--- config.mk ---
export PLATFORM = sky130hd
export DESIGN_NAME = fixed_div_seq
export DESIGN_NICKNAME = d
export VERILOG_FILES = /design/src/rtl/math_pkg.sv /design/src/rtl/fixed_sat.sv /design/src/rtl/fixed_div_seq.sv
export SDC_FILE = /design/constraint.sdc
export NUM_CORES = 1
export LEC_CHECK = 0
export BUFFER_PORTS_ARGS = -buffer_cell sky130_fd_sc_hd__clkbuf_2
export CORE_MARGIN = 2
export CORE_UTILIZATION = 28
export CTS_CLUSTER_DIAMETER = 120
export CTS_CLUSTER_SIZE = 25
export DETAILED_ROUTE_END_ITERATION = 12
export PLACE_DENSITY_LB_ADDON = 0.08
export SKIP_LAST_GASP = 1
export SYNTH_ARGS = -nofsm -noshare
export SYNTH_HDL_FRONTEND = slang
export SYNTH_HIERARCHICAL = 1
export SYNTH_SLANG_ARGS = --single-unit
--- constraint.sdc ---
create_clock -name clk -period 6.2 [get_ports clk]
set_input_delay 0.93 -clock clk [delete_from_list [all_inputs] [get_ports clk]]
set_output_delay 0.93 -clock clk [all_outputs]
set_load 0.01 [all_outputs]
--- src/rtl/math_pkg.sv ---
// Shared math-cluster types and saturation limits for fixed-point datapaths.
// Latency: n/a (package, no logic).
// Backpressure: n/a.
package math_pkg;

    // Sequential divider control states
    typedef enum logic [1:0] {
        DIV_IDLE,
        DIV_CALC,
        DIV_FIX,
        DIV_DONE
    } div_state_t;

    // Largest representable value of a width-bit number (signed or unsigned)
    function automatic logic [63:0] sat_max(input int width, input bit is_signed);
        logic [63:0] one;
        one = 64'd1;
        if (is_signed) begin
            return (one << (width - 1)) - one;
        end
        return (one << width) - one;
    endfunction

    // Smallest representable value, as a width-bit two's-complement pattern
    function automatic logic [63:0] sat_min(input int width, input bit is_signed);
        logic [63:0] one;
        one = 64'd1;
        if (is_signed) begin
            return one << (width - 1);
        end
        return 64'd0;
    endfunction

endpackage

--- src/rtl/fixed_sat.sv ---
// Applies the result sign to an unsigned magnitude and saturates it to WIDTH bits.
// Latency: combinational, zero cycles.
// Backpressure: none; pure function of its inputs.
module fixed_sat
    import math_pkg::*;
#(
    parameter int WIDTH  = 16,
    parameter int Q_BITS = 12,
    parameter int SIGNED = 1
) (
    input  logic [WIDTH+Q_BITS:0] mag,
    input  logic                  neg,
    output logic [WIDTH-1:0]      result,
    output logic                  overflow
);

    localparam int MW = WIDTH + Q_BITS + 1;
    localparam logic [63:0]      MAX64   = sat_max(WIDTH, SIGNED != 0);
    localparam logic [63:0]      MIN64   = sat_min(WIDTH, SIGNED != 0);
    localparam logic [WIDTH-1:0] MAXV    = MAX64[WIDTH-1:0];
    localparam logic [WIDTH-1:0] MINV    = MIN64[WIDTH-1:0];
    localparam logic [WIDTH-1:0] ONE_W   = {{(WIDTH-1){1'b0}}, 1'b1};
    localparam logic [MW-1:0]    ONE_MW  = {{(MW-1){1'b0}}, 1'b1};
    localparam logic [MW-1:0]    POS_LIM = {{(MW-WIDTH){1'b0}}, MAXV};
    // Negative results may reach one further than positive ones (-2^(WIDTH-1))
    localparam logic [MW-1:0]    NEG_LIM = POS_LIM + ONE_MW;

    // Clamp the magnitude against the limit for its sign, then negate if needed
    always_comb begin
        result   = mag[WIDTH-1:0];
        overflow = 1'b0;
        if ((SIGNED != 0) && neg) begin
            if (mag > NEG_LIM) begin
                result   = MINV;
                overflow = 1'b1;
            end else begin
                result = ~mag[WIDTH-1:0] + ONE_W;
            end
        end else if (mag > POS_LIM) begin
            result   = MAXV;
            overflow = 1'b1;
        end
    end

endmodule

--- src/rtl/fixed_div_seq.sv ---
// Sequential radix-2 restoring fixed-point divider with tag passthrough and saturation.
// Latency: WIDTH+Q_BITS+1 cycles from accept to out_valid (2 cycles for divide-by-zero).
// Backpressure: one op in flight; in_ready only in IDLE, result held until out_ready.
// Optional: define FIXDIV_ROUND_EN for round-half-away-from-zero instead of truncation.
module fixed_div_seq
    import math_pkg::*;
#(
    parameter int WIDTH  = 16,
    parameter int Q_BITS = 12,
    parameter int SIGNED = 1,
    parameter int TAG_W  = 4
) (
    input  logic             clk,
    input  logic             reset_n,
    input  logic             in_valid,
    output logic             in_ready,
    input  logic [WIDTH-1:0] dividend,
    input  logic [WIDTH-1:0] divisor,
    input  logic [TAG_W-1:0] in_tag,
    output logic             out_valid,
    input  logic             out_ready,
    output logic [WIDTH-1:0] quotient,
    output logic             overflow,
    output logic             div_by_zero,
    output logic [TAG_W-1:0] out_tag
);

    localparam int N  = WIDTH + Q_BITS;
    localparam int CW = $clog2(N + 1);
    localparam logic [CW-1:0]    N_CNT   = CW'(N);
    localparam logic [CW-1:0]    ONE_CNT = CW'(1);
    localparam logic [WIDTH-1:0] ONE_W   = {{(WIDTH-1){1'b0}}, 1'b1};
    localparam logic [63:0]      MAX64   = sat_max(WIDTH, SIGNED != 0);
    localparam logic [63:0]      MIN64   = sat_min(WIDTH, SIGNED != 0);
    localparam logic [WIDTH-1:0] MAXV    = MAX64[WIDTH-1:0];
    localparam logic [WIDTH-1:0] MINV    = MIN64[WIDTH-1:0];

    div_state_t       state, state_nxt;
    logic [CW-1:0]    cnt;
    logic [WIDTH-1:0] rem;       // partial remainder, always < divisor magnitude
    logic [WIDTH-1:0] dsr;       // divisor magnitude
    logic [N-1:0]     acc;       // dividend bits shift out the top, quotient bits in the bottom
    logic             res_neg;
    logic             dvd_neg;
    logic             dbz_pend;
    logic             fix_hold;  // divide-by-zero spends one extra cycle in FIX
    logic [TAG_W-1:0] tag_q;

    logic             fire;
    logic             dvd_sgn, dsr_sgn;
    logic [WIDTH-1:0] dvd_mag, dsr_mag;
    logic [WIDTH:0]   rem_sh;
    logic             can_sub;
    logic [WIDTH-1:0] rem_sub;
    logic [WIDTH-1:0] rem_next;
    logic [N:0]       q_mag;
    logic [WIDTH-1:0] sat_q;
    logic             sat_ovf;

    assign in_ready  = (state == DIV_IDLE);
    assign out_valid = (state == DIV_DONE);
    assign fire      = in_valid && in_ready;

    // Operand signs and magnitudes; a WIDTH-bit negate of -2^(WIDTH-1) read as unsigned is exact
    always_comb begin
        dvd_sgn = (SIGNED != 0) && dividend[WIDTH-1];
        dsr_sgn = (SIGNED != 0) && divisor[WIDTH-1];
        dvd_mag = dvd_sgn ? (~dividend + ONE_W) : dividend;
        dsr_mag = dsr_sgn ? (~divisor + ONE_W) : divisor;
    end

    // One restoring step: shift in next dividend bit, subtract when it fits
    always_comb begin
        rem_sh   = {rem, acc[N-1]};
        can_sub  = (rem_sh >= {1'b0, dsr});
        // true difference is below 2^WIDTH, so the low bits alone are exact
        rem_sub  = rem_sh[WIDTH-1:0] - dsr;
        rem_next = can_sub ? rem_sub : rem_sh[WIDTH-1:0];
    end

`ifdef FIXDIV_ROUND_EN
    logic round_up;
    // Round half away from zero on the magnitude; a carry may push it into saturation
    always_comb begin
        round_up = ({rem, 1'b0} >= {1'b0, dsr});
        q_mag    = {1'b0, acc} + {{N{1'b0}}, round_up};
    end
`else
    // Truncation toward zero: the raw magnitude goes straight to saturation
    always_comb begin
        q_mag = {1'b0, acc};
    end
`endif

    fixed_sat #(
        .WIDTH  (WIDTH),
        .Q_BITS (Q_BITS),
        .SIGNED (SIGNED)
    ) u_sat (
        .mag      (q_mag),
        .neg      (res_neg),
        .result   (sat_q),
        .overflow (sat_ovf)
    );

    // Control state register
    always_ff @(posedge clk) begin
        if (!reset_n) begin
            state <= DIV_IDLE;
        end else begin
            state <= state_nxt;
        end
    end

    // Next-state: IDLE -> CALC (or FIX on zero divisor) -> FIX -> DONE -> IDLE
    always_comb begin
        state_nxt = state;
        case (state)
            DIV_IDLE: begin
                if (fire) begin
                    state_nxt = (divisor == '0) ? DIV_FIX : DIV_CALC;
                end
            end
            DIV_CALC: begin
                if (cnt == ONE_CNT) begin
                    state_nxt = DIV_FIX;
                end
            end
            DIV_FIX: begin
                if (!fix_hold) begin
                    state_nxt = DIV_DONE;
                end
            end
            DIV_DONE: begin
                if (out_ready) begin
                    state_nxt = DIV_IDLE;
                end
            end
            default: state_nxt = DIV_IDLE;
        endcase
    end

    // Datapath: latch operands on accept, iterate in CALC, register result in FIX
    always_ff @(posedge clk) begin
        if (!reset_n) begin
            cnt         <= '0;
            rem         <= '0;
            dsr         <= '0;
            acc         <= '0;
            res_neg     <= 1'b0;
            dvd_neg     <= 1'b0;
            dbz_pend    <= 1'b0;
            fix_hold    <= 1'b0;
            tag_q       <= '0;
            quotient    <= '0;
            overflow    <= 1'b0;
            div_by_zero <= 1'b0;
            out_tag     <= '0;
        end else begin
            case (state)
                DIV_IDLE: begin
                    if (fire) begin
                        tag_q    <= in_tag;
                        dvd_neg  <= dvd_sgn;
                        res_neg  <= dvd_sgn ^ dsr_sgn;
                        acc      <= N'(dvd_mag) << Q_BITS;
                        dsr      <= dsr_mag;
                        rem      <= '0;
                        cnt      <= N_CNT;
                        dbz_pend <= (divisor == '0);
                        fix_hold <= (divisor == '0);
                    end
                end
                DIV_CALC: begin
                    rem <= rem_next;
                    acc <= {acc[N-2:0], can_sub};
                    cnt <= cnt - ONE_CNT;
                end
                DIV_FIX: begin
                    if (fix_hold) begin
                        fix_hold <= 1'b0;
                    end else begin
                        out_tag     <= tag_q;
                        div_by_zero <= dbz_pend;
                        if (dbz_pend) begin
                            quotient <= dvd_neg ? MINV : MAXV;
                            overflow <= 1'b0;
                        end else begin
                            quotient <= sat_q;
                            overflow <= sat_ovf;
                        end
                    end
                end
                default: ;
            endcase
        end
    end

endmodule

# Word level (Yosys, flattened, before mapping)

Cells that the tools add are included.

Bits in read-only memories: 0
Register bits: 97
Logic and storage cells: 71
Memories kept: 0
Bits in writable memories: 0
Output and inout bits: 24
Latch bits: 0
Input bits: 40

$add $sub $neg: 5
Divide/modulo/power cells: 0
Reduce and logical (&&, ||, !) cells: 10
Shift operators: 0
Multiplexer cells: 26
Bitwise gates (word level): 5
$mul: 0
Magnitude comparators: 3
Equal/unequal tests: 8

Operators by type and width:

| kind                                                            | count |
|---|---|
| 2-to-1 mux 16 bit                                               | 9 |
| case mux 28 bit (2 select lines)                                | 1 |
| adder 16 x 1 -> 16 bit, second input constant                   | 3 |
| NOT 16 bit                                                      | 3 |
| case mux 16 bit (2 select lines)                                | 1 |
| greater-than comparator 28 x 15 -> 1 bit, second input constant | 1 |
| greater-than comparator 28 x 16 -> 1 bit, second input constant | 1 |
| 2-to-1 mux 28 bit                                               | 1 |
| >= comparator 17 x 16 -> 1 bit                                  | 1 |
| zero test 16 bit                                                | 1 |
| subtractor 16 bit                                               | 1 |
| 2-to-1 mux 2 bit                                                | 5 |
| case mux 5 bit (2 select lines)                                 | 1 |
| case mux 2 bit (4 select lines)                                 | 1 |
| AND reduction 2 bit                                             | 4 |
| == test 5 x 1 -> 1 bit, second input constant                   | 1 |
| 2-to-1 mux 1 bit                                                | 5 |
| 2-to-1 mux 5 bit                                                | 1 |
| subtractor 5 x 1 -> 5 bit, second input constant                | 1 |
| == test 2 bit, second input constant                            | 2 |
| != test 2 x 1 -> 1 bit, second input constant                   | 2 |
| != test 2 bit, second input constant                            | 2 |
| AND reduction 4 bit                                             | 1 |
| nonzero test 2 bit                                              | 2 |
| 6 further kinds                                                 | 6 |

# Longest topological paths before layout

Word-level depth: 5
Mapped depth: 11

# Modules after synthesis

Netlist, hierarchy kept.

By module, submodules not included:

| module        | area an instance (µm²) | instances | cells each |
|---|---|---|---|
| fixed_div_seq | 5261.3                 | 1         | 666 |
| fixed_sat     | 704.4                  | 1         | 109 |

# Worst setup path before layout

No wires, ideal clock.

Kind: in2reg
Start point: in divisor[5]
End point: reg state[0]
Stages: 6
Data arrival time: 2479 ps
Setup time: 128 ps
Path slack: 3594 ps
Cell sequence: or4_4 > or4_4 > nor4_4 > a211oi_1 > a21oi_1 > nor2_1

Cells in the longest elaborated chain, start to end: 4

Ends and longest elaborated chain:

| what                            | line                 | RTL |
|---|---|---|
| from (decl)                     | fixed_div_seq.sv:18  | `input logic [WIDTH-1:0] divisor,` |
| zero test 16 bit                | fixed_div_seq.sv:121 | `state_nxt = (divisor == '0) ? DIV_FIX : DIV_CALC;` |
| 2-to-1 mux 2 bit                | fixed_div_seq.sv:121 |  |
| 2-to-1 mux 2 bit                | fixed_div_seq.sv:120 | `if (fire) begin` |
| case mux 2 bit (4 select lines) | fixed_div_seq.sv:118 | `case (state)` |
| to (signal assigned)            | fixed_div_seq.sv:111 | `state <= state_nxt;` |
| to (decl)                       | fixed_div_seq.sv:38  | `div_state_t state, state_nxt;` |

No other way between the ends. The select of a mux whose other input is x is not followed.
A chain may end at the register's enable or synchronous reset.

# Worst setup path after layout

Start point: reg dsr[1]
End point: reg rem[2]

Cells in the longest elaborated chain, start to end: 3

Ends and longest elaborated chain:

| what                                                                       | line                                     | RTL |
|---|---|---|
| from (decl)                                                                | fixed_div_seq.sv:41                      | `logic [WIDTH-1:0] dsr;` |
| from (signal assigned)                                                     | fixed_div_seq.sv:167                     | `dsr <= dsr_mag;` |
| subtractor 16 bit / >= comparator 17 x 16 -> 1 bit (equally long branches) | fixed_div_seq.sv:77, fixed_div_seq.sv:75 |  |
| 2-to-1 mux 16 bit (*)                                                      | fixed_div_seq.sv:78                      | `rem_next = can_sub ? rem_sub : rem_sh[WIDTH-1:0];` |
| case mux 16 bit (2 select lines) (*)                                       | fixed_div_seq.sv:160                     | `case (state)` |
| to (signal assigned)                                                       | fixed_div_seq.sv:175                     | `rem <= rem_next;` |
| to (decl)                                                                  | fixed_div_seq.sv:40                      | `logic [WIDTH-1:0] rem;` |

Every way passes the cells marked *; elsewhere a longest branch is shown, timed or not.

==> results.toml <==
[clock_network]
cts_sinks = 97
clockBufferDepth = 2
post-cts-setup-buffers = 0
cts_root_buf = "clkbuf_16"
numCtsBuffers = 9
cts_tree = "done"
path_clk_slew_ps = 70
ctsHoldBuffers = 0
ctsResizeCount = 0
cts_max_level = 3
clk_latency_ps = 360

[final_layout]
nNetsFinal = 877
seqCellArea_mm2 = 0.001942
area.growth.synth_to_final_pct = 14.05
n_antenna_cell = 0
num-fill-cells = 2340
utilization_pct = 32.47
drive_gt1_share_pct = 13.01
multiInputGateArea_mm2 = 0.003702
mostFrequentLayoutCells = "97 x dfxtp_1, 93 x nand2_1, 76 x nor2_1"
final_common_cell = "dfxtp_1"

[grt]
grt_max_degree = 41
grt_util_all_layers_pct = 15.91
grt_pass1_wl_um = 28670
antenna_found_initial = 0
grt_pass1_vias = 5432
grt-ovfl-total = 0

[power_and_ir_drop]
p_leak_nw = 2.715
powerDensity_mw_per_mm2 = 432.4
ir_worst_vdd_mv = 0.2986
power.total_w = 0.002942

[floorplan]
start_util_pct = 28.47
core_mm2 = 0.02096
dieArea_mm2 = 0.02249
fp-row-count = 53
ios = 64
die_w_um = 150.0
die_height_um = 150.0

[placed_design]
numPortBuffers = 63
hpwl_um = 12420
gp_congestion = 0.7841

[timing]
setup_viol = 0
skew_ps = 6.876
final.min_clock_period_ps = 2864
slew-limit-headroom_pct = 44.40
hold_viol = 0
rsz0062_at_grt = "false"
finalCritPeriodShare_pct = 46.20
fmax_ghz = 0.3491
hold-worst-slack_ps = 456.1
maxSlewViolCount = 0
final.setup.tns_ps = 0
worst_pin_slew_ps = 834.0

[worst_setup_path]
max_stage_delay_ps = 630
worstPathCellList = "inv_1, ha_1, nand2b_1, a211o_1, nand2_1, a31o_2, a41oi_2, buf_4, mux2i_1, o21ai_0"
crit_type = "reg -> reg"
regToRegSetupSlack_ps = 3340
endpoint_kind = "flop"
rr_worst_depth = 10
arrival_ps = 3090
crit_required_ps = 6420
crit_fanout = 12
slowest_stage = "a41oi_2"
startpoint_type = "flop"

[logic_synthesis]
syn_area_mm2 = 0.005966
syn-instance-count = 775
synth_area_leaders = "dfxtp_1 33%, nand2_1 5.9%, ha_1 5.5%, o21ai_0 5.3%, a21oi_1 5.0%"
synthArstFlopShare_pct = 0
ys_ff_latch = 97
synth.distinct_cells = 68
ys.flop_type = "dfxtp_1"
synth_seq_area_share_pct = 32.55
synth_top_area_share_pct = 32.55
syn_nets = 842
yosysWarnings = 6
avgSynthCellArea_um2 = 7.698
synth_edf_count = 0
synth_top_area_cell = "dfxtp_1"

[drt]
avgViaCountPerCell = 5.051
dr.pass1.iters = 5
drc = 0
wirelength_um = 16890
vias = 5506
ant_nets = 0
routedWlPerCell_um = 15.49
drt_iter0_drc = 269

[outcome]
status = "complete, no violations"

[job]
cap_violations = 0

[min_path]
hold_path.class = "reg -> reg"
whs_path_depth = 2
-- flip-flops by register name, summed over array words and instances (netlist names), 2 cells and up --
signal,flops
acc,28
quotient,16
out_tag,4
cnt,5
rem,16
dsr,16
state,2
tag_q,4
-- layer usage --
metal | global-route usage [%] | up-vias | share of wire [%]
met5 | 0 | - | 0
li1 | - | 2835 | -
met3 | 2.195 | 14 | 2.6
met1 | 22.90 | 2580 | 52
met4 | 4.811 | 0 | 1.3
met2 | 24.54 | 77 | 44
-- worst max-delay path, delay by kind of cell (launching register included) --
family          cells  cell delay, ps
compound gates      4            1200
simple gates        2             210
buf+inv             2             410
fa+ha+maj           1             290
mux                 1             200
flops               1             410
-- power by group --
part | internal, W | leakage [nW] | switching, W
combinational | 0.000546 | 1.77 | 0.000889
sequential | 0.000776 | 0.793 | 0.000130
clock | 0.000346 | 0.151 | 0.000256
total | 0.00167 | 2.72 | 0.00127
-- kinds of logic (layout without fill, tap and decap cells) --
kind of cell	Yosys count	count (layout)	synth area share [%]
simple gates	288	288	23.41
fa+ha+maj	27	27	5.789
flops	97	97	32.55
buf+inv	81	121	5.432
xor+xnor	39	39	5.726
other cells	1	1	0.06286
mux	16	16	2.685
compound gates	226	226	24.35
-- synth_stat cells, types with 12 or more instances --
cell type,count
dfxtp_1,97
nand2_1,93
nor2_1,76
o21ai_0,63
a21oi_1,60
clkbuf_1,35
inv_1,34
xor2_1,28
ha_1,26
a211oi_1,20
nand3_1,20
nor3_1,17
mux2i_1,16
nor2b_1,15
a31oi_1,14
o31ai_1,13
a22oi_1,12
-- metrics by stage --
stage                     worst slack [ps]  area [um2]  instances
after global placement                3049        6487       1074
after CTS                             3276        6804       1090
after detailed placement              2938        6487       1074
after floorplan                       3594        5966        775
after global routing                  3038        6804       1090
final                                 3336        6804       1090
-- layout make-up --
type,count,area share (%)
clock buffers,12,3.917
repair buffers,70,5.406
flip-flops and latches,97,28.54
inverters,35,1.931
well taps,275,5.057
clock inverters,4,0.7356
multi-input cells,597,54.41
-- worst paths after layout --
| check | from | to |
|---|---|---|
| setup reg to reg | dsr[1] | rem[2] |
| hold / removal | tag_q[2] | tag_q[2] |
| setup / recovery | dsr[1] | rem[2] |
| hold reg to reg | tag_q[2] | tag_q[2] |
Note: power is estimated with default switching activity, not from simulation.
